<file path="src/rtl/grf_wb_pkg.sv">
// Shared constants and types for the grf_wb register file.
// The GRF_WB_BYPASS_EN macro enables write-through bypass on the read ports.
package grf_wb_pkg;

    localparam int DW   = 32;
    localparam int AW   = 5;
    localparam int NREG = 32;

    typedef logic [AW-1:0] reg_addr_t;
    typedef logic [DW-1:0] word_t;

    localparam reg_addr_t REG_ZERO = 5'd0;
    localparam reg_addr_t REG_RA   = 5'd31;

endpackage

</file>
<file path="src/rtl/grf_wb_if.sv">
// Writeback-side write port and decode-side read ports of the register file.
// The GRF_WB_BYPASS_EN macro changes only how rd1/rd2 are driven.
interface grf_wb_if;
    import grf_wb_pkg::*;

    logic        we_W;
    reg_addr_t   addr_W;
    word_t       wd_W;
    logic [31:0] pc_W;
    reg_addr_t   ra1;
    reg_addr_t   ra2;
    word_t       rd1;
    word_t       rd2;

    // Pipeline side: drives writeback and read addresses, consumes read data.
    modport master (
        output we_W, addr_W, wd_W, pc_W, ra1, ra2,
        input  rd1, rd2
    );

    // Register file side.
    modport slave (
        input  we_W, addr_W, wd_W, pc_W, ra1, ra2,
        output rd1, rd2
    );

endinterface

</file>
<file path="src/rtl/grf_trace.sv">
// Write-trace record and saturating retired-write counter for grf_wb.
// Behaviour is the same whether or not GRF_WB_BYPASS_EN is defined.
module grf_trace
    import grf_wb_pkg::*;
#(
    parameter int CNT_W = 32
) (
    input  logic             clk,
    input  logic             reset,
    input  logic             real_we,
    input  logic [31:0]      pc,
    input  reg_addr_t        addr,
    input  word_t            data,
    output logic             trace_v,
    output logic [31:0]      trace_pc,
    output reg_addr_t        trace_addr,
    output word_t            trace_data,
    output logic [CNT_W-1:0] wr_count
);

    // Capture each retired write; payload holds when no write retires.
    always_ff @(posedge clk) begin
        if (!reset) begin
            // NOTE: state registers use non-blocking assignments so every flop samples pre-edge values.
            trace_v    <= 1'b0;
            trace_pc   <= '0;
            trace_addr <= '0;
            trace_data <= '0;
            wr_count   <= '0;
        end else begin
            trace_v <= real_we;
            if (real_we) begin
                trace_pc   <= pc;
                trace_addr <= addr;
                trace_data <= data;
            end
            // Stop at all-ones so the count never wraps back to a small value.
            if (real_we && (wr_count != '1)) begin
                wr_count <= wr_count + CNT_W'(1);
            end
        end
    end

endmodule

</file>
<file path="src/rtl/grf_wb.sv">
// 32x32 general register file: writeback-stage sink with two combinational
// read ports, a write trace and a retired-write counter.
// Define GRF_WB_BYPASS_EN for same-cycle write-through on rd1/rd2; without it
// a read of the register being written returns the old contents.
module grf_wb
    import grf_wb_pkg::*;
#(
    parameter int CNT_W = 32
) (
    input  logic             clk,
    input  logic             reset,
    grf_wb_if.slave          bus,
    output logic             trace_v,
    output logic [31:0]      trace_pc,
    output reg_addr_t        trace_addr,
    output word_t            trace_data,
    output logic [CNT_W-1:0] wr_count
);

    word_t regs [NREG];
    logic  real_we;
    word_t rd1_q;
    word_t rd2_q;

    // A write only counts when enabled and aimed away from $0; an unknown
    // enable evaluates false and so behaves as no write.
    assign real_we = (bus.we_W == 1'b1) && (bus.addr_W != REG_ZERO);

    // Register array update; $0 is never written so it stays zero.
    always_ff @(posedge clk) begin
        if (!reset) begin
            // NOTE: the whole array is reset, so it maps to flops rather than a RAM macro.
            for (int i = 0; i < NREG; i++) begin
                regs[i] <= '0;
            end
        end else if (real_we) begin
            regs[bus.addr_W] <= bus.wd_W;
        end
    end

    // Combinational read ports, with optional write-through bypass.
    always_comb begin
        // NOTE: defaults first so no path through this block infers a latch.
        rd1_q = regs[bus.ra1];
        rd2_q = regs[bus.ra2];
`ifdef GRF_WB_BYPASS_EN
        if (real_we && (bus.ra1 == bus.addr_W)) rd1_q = bus.wd_W;
        if (real_we && (bus.ra2 == bus.addr_W)) rd2_q = bus.wd_W;
`endif
        if (bus.ra1 == REG_ZERO) rd1_q = '0;
        if (bus.ra2 == REG_ZERO) rd2_q = '0;
    end

    assign bus.rd1 = rd1_q;
    assign bus.rd2 = rd2_q;

    grf_trace #(
        .CNT_W (CNT_W)
    ) u_trace (
        .clk        (clk),
        .reset      (reset),
        .real_we    (real_we),
        .pc         (bus.pc_W),
        .addr       (bus.addr_W),
        .data       (bus.wd_W),
        .trace_v    (trace_v),
        .trace_pc   (trace_pc),
        .trace_addr (trace_addr),
        .trace_data (trace_data),
        .wr_count   (wr_count)
    );

endmodule

</file>
<file path="src/flat_wrapper.sv">
// flat-port wrapper written by rule: the top's interface ports become plain ports
module grf_wb_flat import grf_wb_pkg::*;
#(
    parameter int CNT_W = 32
)
  (clk, reset, trace_v, trace_pc, trace_addr, trace_data, wr_count, bus_we_W, bus_addr_W, bus_wd_W, bus_pc_W, bus_ra1, bus_ra2, bus_rd1, bus_rd2);
  grf_wb_if bus_i ();
  input  logic clk;
  input  logic reset;
  output logic trace_v;
  output logic [31:0] trace_pc;
  output reg_addr_t trace_addr;
  output word_t trace_data;
  output logic [CNT_W-1:0] wr_count;
  input wire logic [$bits(bus_i.we_W)-1:0] bus_we_W;
  input wire logic [$bits(bus_i.addr_W)-1:0] bus_addr_W;
  input wire logic [$bits(bus_i.wd_W)-1:0] bus_wd_W;
  input wire logic [$bits(bus_i.pc_W)-1:0] bus_pc_W;
  input wire logic [$bits(bus_i.ra1)-1:0] bus_ra1;
  input wire logic [$bits(bus_i.ra2)-1:0] bus_ra2;
  output wire logic [$bits(bus_i.rd1)-1:0] bus_rd1;
  output wire logic [$bits(bus_i.rd2)-1:0] bus_rd2;
  assign bus_i.we_W = bus_we_W;
  assign bus_i.addr_W = bus_addr_W;
  assign bus_i.wd_W = bus_wd_W;
  assign bus_i.pc_W = bus_pc_W;
  assign bus_i.ra1 = bus_ra1;
  assign bus_i.ra2 = bus_ra2;
  assign bus_rd1 = bus_i.rd1;
  assign bus_rd2 = bus_i.rd2;
  grf_wb #(.CNT_W(CNT_W)) u_core (.clk(clk), .reset(reset), .bus(bus_i), .trace_v(trace_v), .trace_pc(trace_pc), .trace_addr(trace_addr), .trace_data(trace_data), .wr_count(wr_count));
endmodule
</file>
<file path="config.mk">
export PLATFORM = sky130hd
export DESIGN_NAME = grf_wb_flat
export DESIGN_NICKNAME = d
export VERILOG_FILES = /design/src/rtl/grf_wb_pkg.sv /design/src/rtl/grf_wb_if.sv /design/src/rtl/grf_trace.sv /design/src/rtl/grf_wb.sv /design/src/flat_wrapper.sv
export SDC_FILE = /design/constraint.sdc
export NUM_CORES = 2
export LEC_CHECK = 0
export ABC_AREA = 1
export CELL_PAD_IN_SITES_DETAIL_PLACEMENT = 1
export CELL_PAD_IN_SITES_GLOBAL_PLACEMENT = 2
export CORE_ASPECT_RATIO = 1.1
export CORE_UTILIZATION = 35
export CTS_CLUSTER_SIZE = 24
export DETAILED_ROUTE_END_ITERATION = 10
export GPL_TIMING_DRIVEN = 0
export HOLD_SLACK_MARGIN = 0.03
export PLACE_DENSITY_LB_ADDON = 0.1
export SYNTH_ARGS = -nofsm -noshare
export SYNTH_HDL_FRONTEND = slang
export SYNTH_SLANG_ARGS = --single-unit
</file>
<file path="constraint.sdc">
create_clock -name clk -period 8.6 [get_ports clk]
set_input_delay 1.72 -clock clk [delete_from_list [all_inputs] [get_ports clk]]
set_output_delay 1.72 -clock clk [all_outputs]
set_load 0.005 [all_outputs]
</file>
Word-level counts from Yosys, hierarchy flattened
Memories as Yosys holds them, arrays and structs flattened.
Index checks and enable logic that the tools add are counted.
Word-level totals
  output and inout bits: 166
  input bits: 82
  logic and storage cells: 23
  register bits: 102
  ROM bits: 0
  memories: 1
  bits in writable memories: 1024
  latch bits: 0
Memory list
  u_core.regs: words 32, width 32, rd ports 2, clocked after memory_dff 0, wr ports 32, line grf_wb.sv:20  | word_t regs [NREG];
Cells by class
  add/sub/neg operators: 1
  $lt $le $gt $ge: 0
  equal/unequal tests: 1
  multipliers: 0
  shift-type cells: 0
  multiplexer cells: 9
  reduce and logical (&&, ||, !) cells: 6
  bitwise logic cells: 0
  div/mod/pow operators: 0
Operator list (count)
  two-way mux 32 bit: 3
  adder 32 x 1 -> 32 bit (second input constant): 1
  != test 32 bit (second input constant): 1
  OR reduction 32 bit: 1
  logical NOT 5 bit: 2
  two-way mux 1 bit: 5
  two-way mux 5 bit: 1
  nonzero test 5 bit: 1
  logical AND 1 bit: 2

Depth between registers and ports, before layout
  depth after elaboration: 7
  depth in mapped cells: 11
  gate-level depth less buffers: 11

Hierarchy
From an unflattened synthesis, not the netlist that was laid out.
Unflattened totals
  cell total of the unflattened synthesis: 7880
  area total of the unflattened synthesis: 60929.7 µm²
By module, submodules not included
  grf_wb: seq. area each 30749.5 µm², area each 56655.6 µm², cells each 7251, instances 1
  grf_trace: seq. area each 2042.0 µm², area each 4274.1 µm², cells each 629, instances 1

Worst setup path before layout
No wires, ideal clock.
  path type: input to output
  start point: input port bus_ra2[2]
  end point: output port bus_rd2[23]
  data required time: 6.880 ns
  path buffers: 3
  slack: 3.926 ns
  stages: 10
  arrival time: 2.954 ns
  cells stage by stage: clkbuf_1 > inv_2 > clkbuf_1 > buf_1 > nand3_1 > nand2_1 > nand2_1 > nand3_1 > nand2_1 > nor2_1
On the way
  cells in the longest elaborated chain, start to end: 2
Ends and longest elaborated chain
  from (decl): line flat_wrapper.sv:20  | input wire logic [$bits(bus_i.ra2)-1:0] bus_ra2;
  memory (32 x 32 bit) / logical NOT 5 bit (equally long branches)
  two-way mux 32 bit (*): line grf_wb.sv:51  | if (bus.ra2 == REG_ZERO) rd2_q = '0;
  to (decl): line flat_wrapper.sv:22  | output wire logic [$bits(bus_i.rd2)-1:0] bus_rd2;
Every way passes the cells marked *; elsewhere a longest branch is shown, timed or not.

Worst setup path in the final report
  start point: input port bus_ra2[2]
  end point: output port bus_rd2[15]
Same word-level chain as after synthesis.

==> metrics <==
Synth Cell Area slightly above 60000 um2; Reg-to-Reg Start u_core.u_trace.wr_count[0]; GRT Overall Usage ~45%; synthesized flop and latch total around 1.1k; P&R area growth vs syn 17.5%; # rows ~160; post-DP HPWL roughly 290 mm; Hold Path Class flip-flop to flip-flop; number of synthesized flops with an enable pin 1024; most common cell after layout, fill and taps aside nand2_1; top_reg_cell synth edfxtp_1; clock buffers created by TritonCTS 136; H-tree levels 4; minimum clock period roughly 9000 ps; Worst setup EP type output port; Post-route DRC 0; Pre-antenna DRT Iters 6; clock share of power between 40 and 50%; Final GP Congestion ~1.0; mean area per synthesized cell 7.78 um2; most frequent cells in the layout 2658 x nand2_1, 1447 x nand3_1, 1332 x nor2_1; CP Class primary input to output port; HP Start u_core.u_trace.trace_pc[30]; worst path required time between 6000 and 7000 ps; per-cell routed wire length between 30 and 40 um; I/O Pins roughly 250; routed vias/inst around 6; core footprint 171000 um2; sequential element share of the synthesized area a little over half; Final Max Tran Viols 143; status complete, but fails checks; switch share 31.3%; Hold Vio Cnt, Final 0; global-route wire length before repair between 500 and 600 mm; die height 438 um; Tot Pwr 14.9 mW; Comb pwr share between 10% and 20%; RSZ-0062 raised after global routing false; failing checks capacitance limit, slew limit, setup timing; Worst Slack Setup Final -406 ps; Int Power 10.2 mW; Syn. warnings 0; Peak supply drop between 0.15 and 0.2 mV; Layout Skew 17.3 ps; crit start category primary input; Psw 4.65 mW; initial DRC count ~9k; cells after synthesis ~8k; largest net degree at the start of global routing 35; post-synth cell types 22; Vias between 60k and 70k; max cap viols 14; Leakage between 20 and 30 nW; Root Buffer clkbuf_16; CTS max path bufs 3; FF-to-FF path depth 11; grt total ovfl 0; Sequential Power Share a little over two fifths; nets ~8.3k; fin crit share 105%; vias in the first global route between 60k and 70k; Antenna Nets Post-Route 0; hold path depth 2; Starting Density around a third; Sink Count between 1k and 1.5k; initial antenna violation count 34; Slew HR -12.4%; die width about 400 um; final wirelength roughly 400 mm; Max Fclk roughly 0.11 GHz; FF-to-FF End u_core.u_trace.wr_count[8]; worst-skew pair later-pin latency ~830 ps; reg-to-reg setup timing slack 5960 ps; pwr dens between 200 and 250 nW/um2; Port Buffers about 240; Hold Path End u_core.u_trace.trace_pc[30]; CTS tree done; final setup violation count 5; layout cells sized above 1 approximately 5.7%; worst slew pin tran ~1700 ps; asr flop ratio synth 0%; CP Data Arrival Time ~7300 ps; CP max FO 10; die area ~170000 um2; hold slack final 479 ps; Clock transition at path regs 50 ps
-- cell type report --
class / instances / area (um2)
Inverter: 122 / 458
Buffer: 665 / 2770
Timing Repair Buffer: 276 / 3110
Sequential cell: 1126 / 32800
Fill cell: 20800 / 100000
Clock buffer: 175 / 3740
Clock inverter: 70 / 627
Antenna cell: 9 / 22.5
Tap cell: 2254 / 2820
Multi-Input combinational cell: 5890 / 24700
-- registers in the layout (all words and copies together) (netlist names) --
signal / count
u_core.u_trace.trace_pc: 32
u_core.u_trace.trace_v: 1
u_core.u_trace.wr_count: 32
u_core.regs: 1024
u_core.u_trace.trace_data: 32
u_core.u_trace.trace_addr: 5
-- critical path: stages --
cell	delay, ps
clkbuf_1	470
inv_2	470
clkbuf_1	1240
clkdlybuf4s15_1	1200
nand3_1	290
a21oi_1	590
nor2_1	350
nor2_1	340
clkdlybuf4s50_1	560
-- per-layer routing --
metal  part of all wire, %  vias to the layer above  global-route usage, %
met2                    43                     4503                   68.2
met3                    11                     1389                   13.2
met4                   9.5                       28                   35.8
li1                      -                    26500                      -
met1                    36                    32100                   52.5
met5                 0.098                        -                  0.797
-- metrics by stage --
| stage | utilization, % | cells | setup slack [ps] | setup TNS (ps) | cell area, um2 |
|---|---|---|---|---|---|
| after detailed placement | 38.9 | 10300 | 65.8 | 0 | 66600 |
| after CTS | 41.5 | 10600 | 50.3 | 0 | 70900 |
| final | 41.5 | 10600 | -406 | -811 | 71000 |
| after floorplan | - | 7803 | 3930 | 0 | 60600 |
| after global placement | 38.5 | 10300 | -96.1 | -137 | 65800 |
| after global routing | 41.5 | 10600 | 67.8 | 0 | 71000 |
-- power by group through the flow --
stage	sequential [mW]	combinational, mW	clock (mW)
after floorplan	6.49	1.04	0
after global placement	6.55	2.27	0
after detailed placement	6.54	2.34	0
after CTS	6.43	2.35	5.91
after global routing	6.47	2.51	6.10
final	6.44	2.47	5.96
-- worst max path at each step --
stage,from,to,slack (ps),cells after the start
after floorplan,bus_ra2[2],bus_rd2[23],3930,10
after global placement,bus_ra2[1],bus_rd2[13],-100,9
after detailed placement,bus_ra2[0],bus_rd2[16],70,9
after CTS,bus_ra2[0],bus_rd2[16],50,9
after global routing,bus_ra2[2],bus_rd2[15],70,9
final,bus_ra2[2],bus_rd2[15],-410,9
-- repair_timing --
action	4_1_cts	5_1_grt
hold buffers	0	0
gates resized for setup	0	1
setup endpoints to repair	0	1
buffers inserted	0	0
endpoints found under the hold margin	0	0
-- cells in the mapped netlist, types with 6 or more instances --
library cell,n,area share (%)
dfxtp_1,102,3.4
nor2_1,1332,8.3
nand2_1,2689,17
nand4_1,8,0.083
a21oi_1,168,1.4
xnor2_1,6,0.087
xor2_1,8,0.12
nor3_1,11,0.091
edfxtp_1,1024,51
clkbuf_1,416,2.6
o21ai_0,144,1.2
buf_2,178,1.5
o211ai_1,42,0.52
buf_1,68,0.42
inv_1,116,0.72
nand3_1,1447,12
-- cells by family after synthesis --
| family | share of synthesized area [%] |
|---|---|
| buffers and inverters | 5.27 |
| other | 0.00620 |
| AOI/OAI and AO/OA | 3.10 |
| adders and majority gates | 0.0207 |
| and+or+nand+nor | 37.1 |
| xor gates and xnor gates | 0.203 |
| DFF | 54.2 |
(Power assumes the default switching activity.)
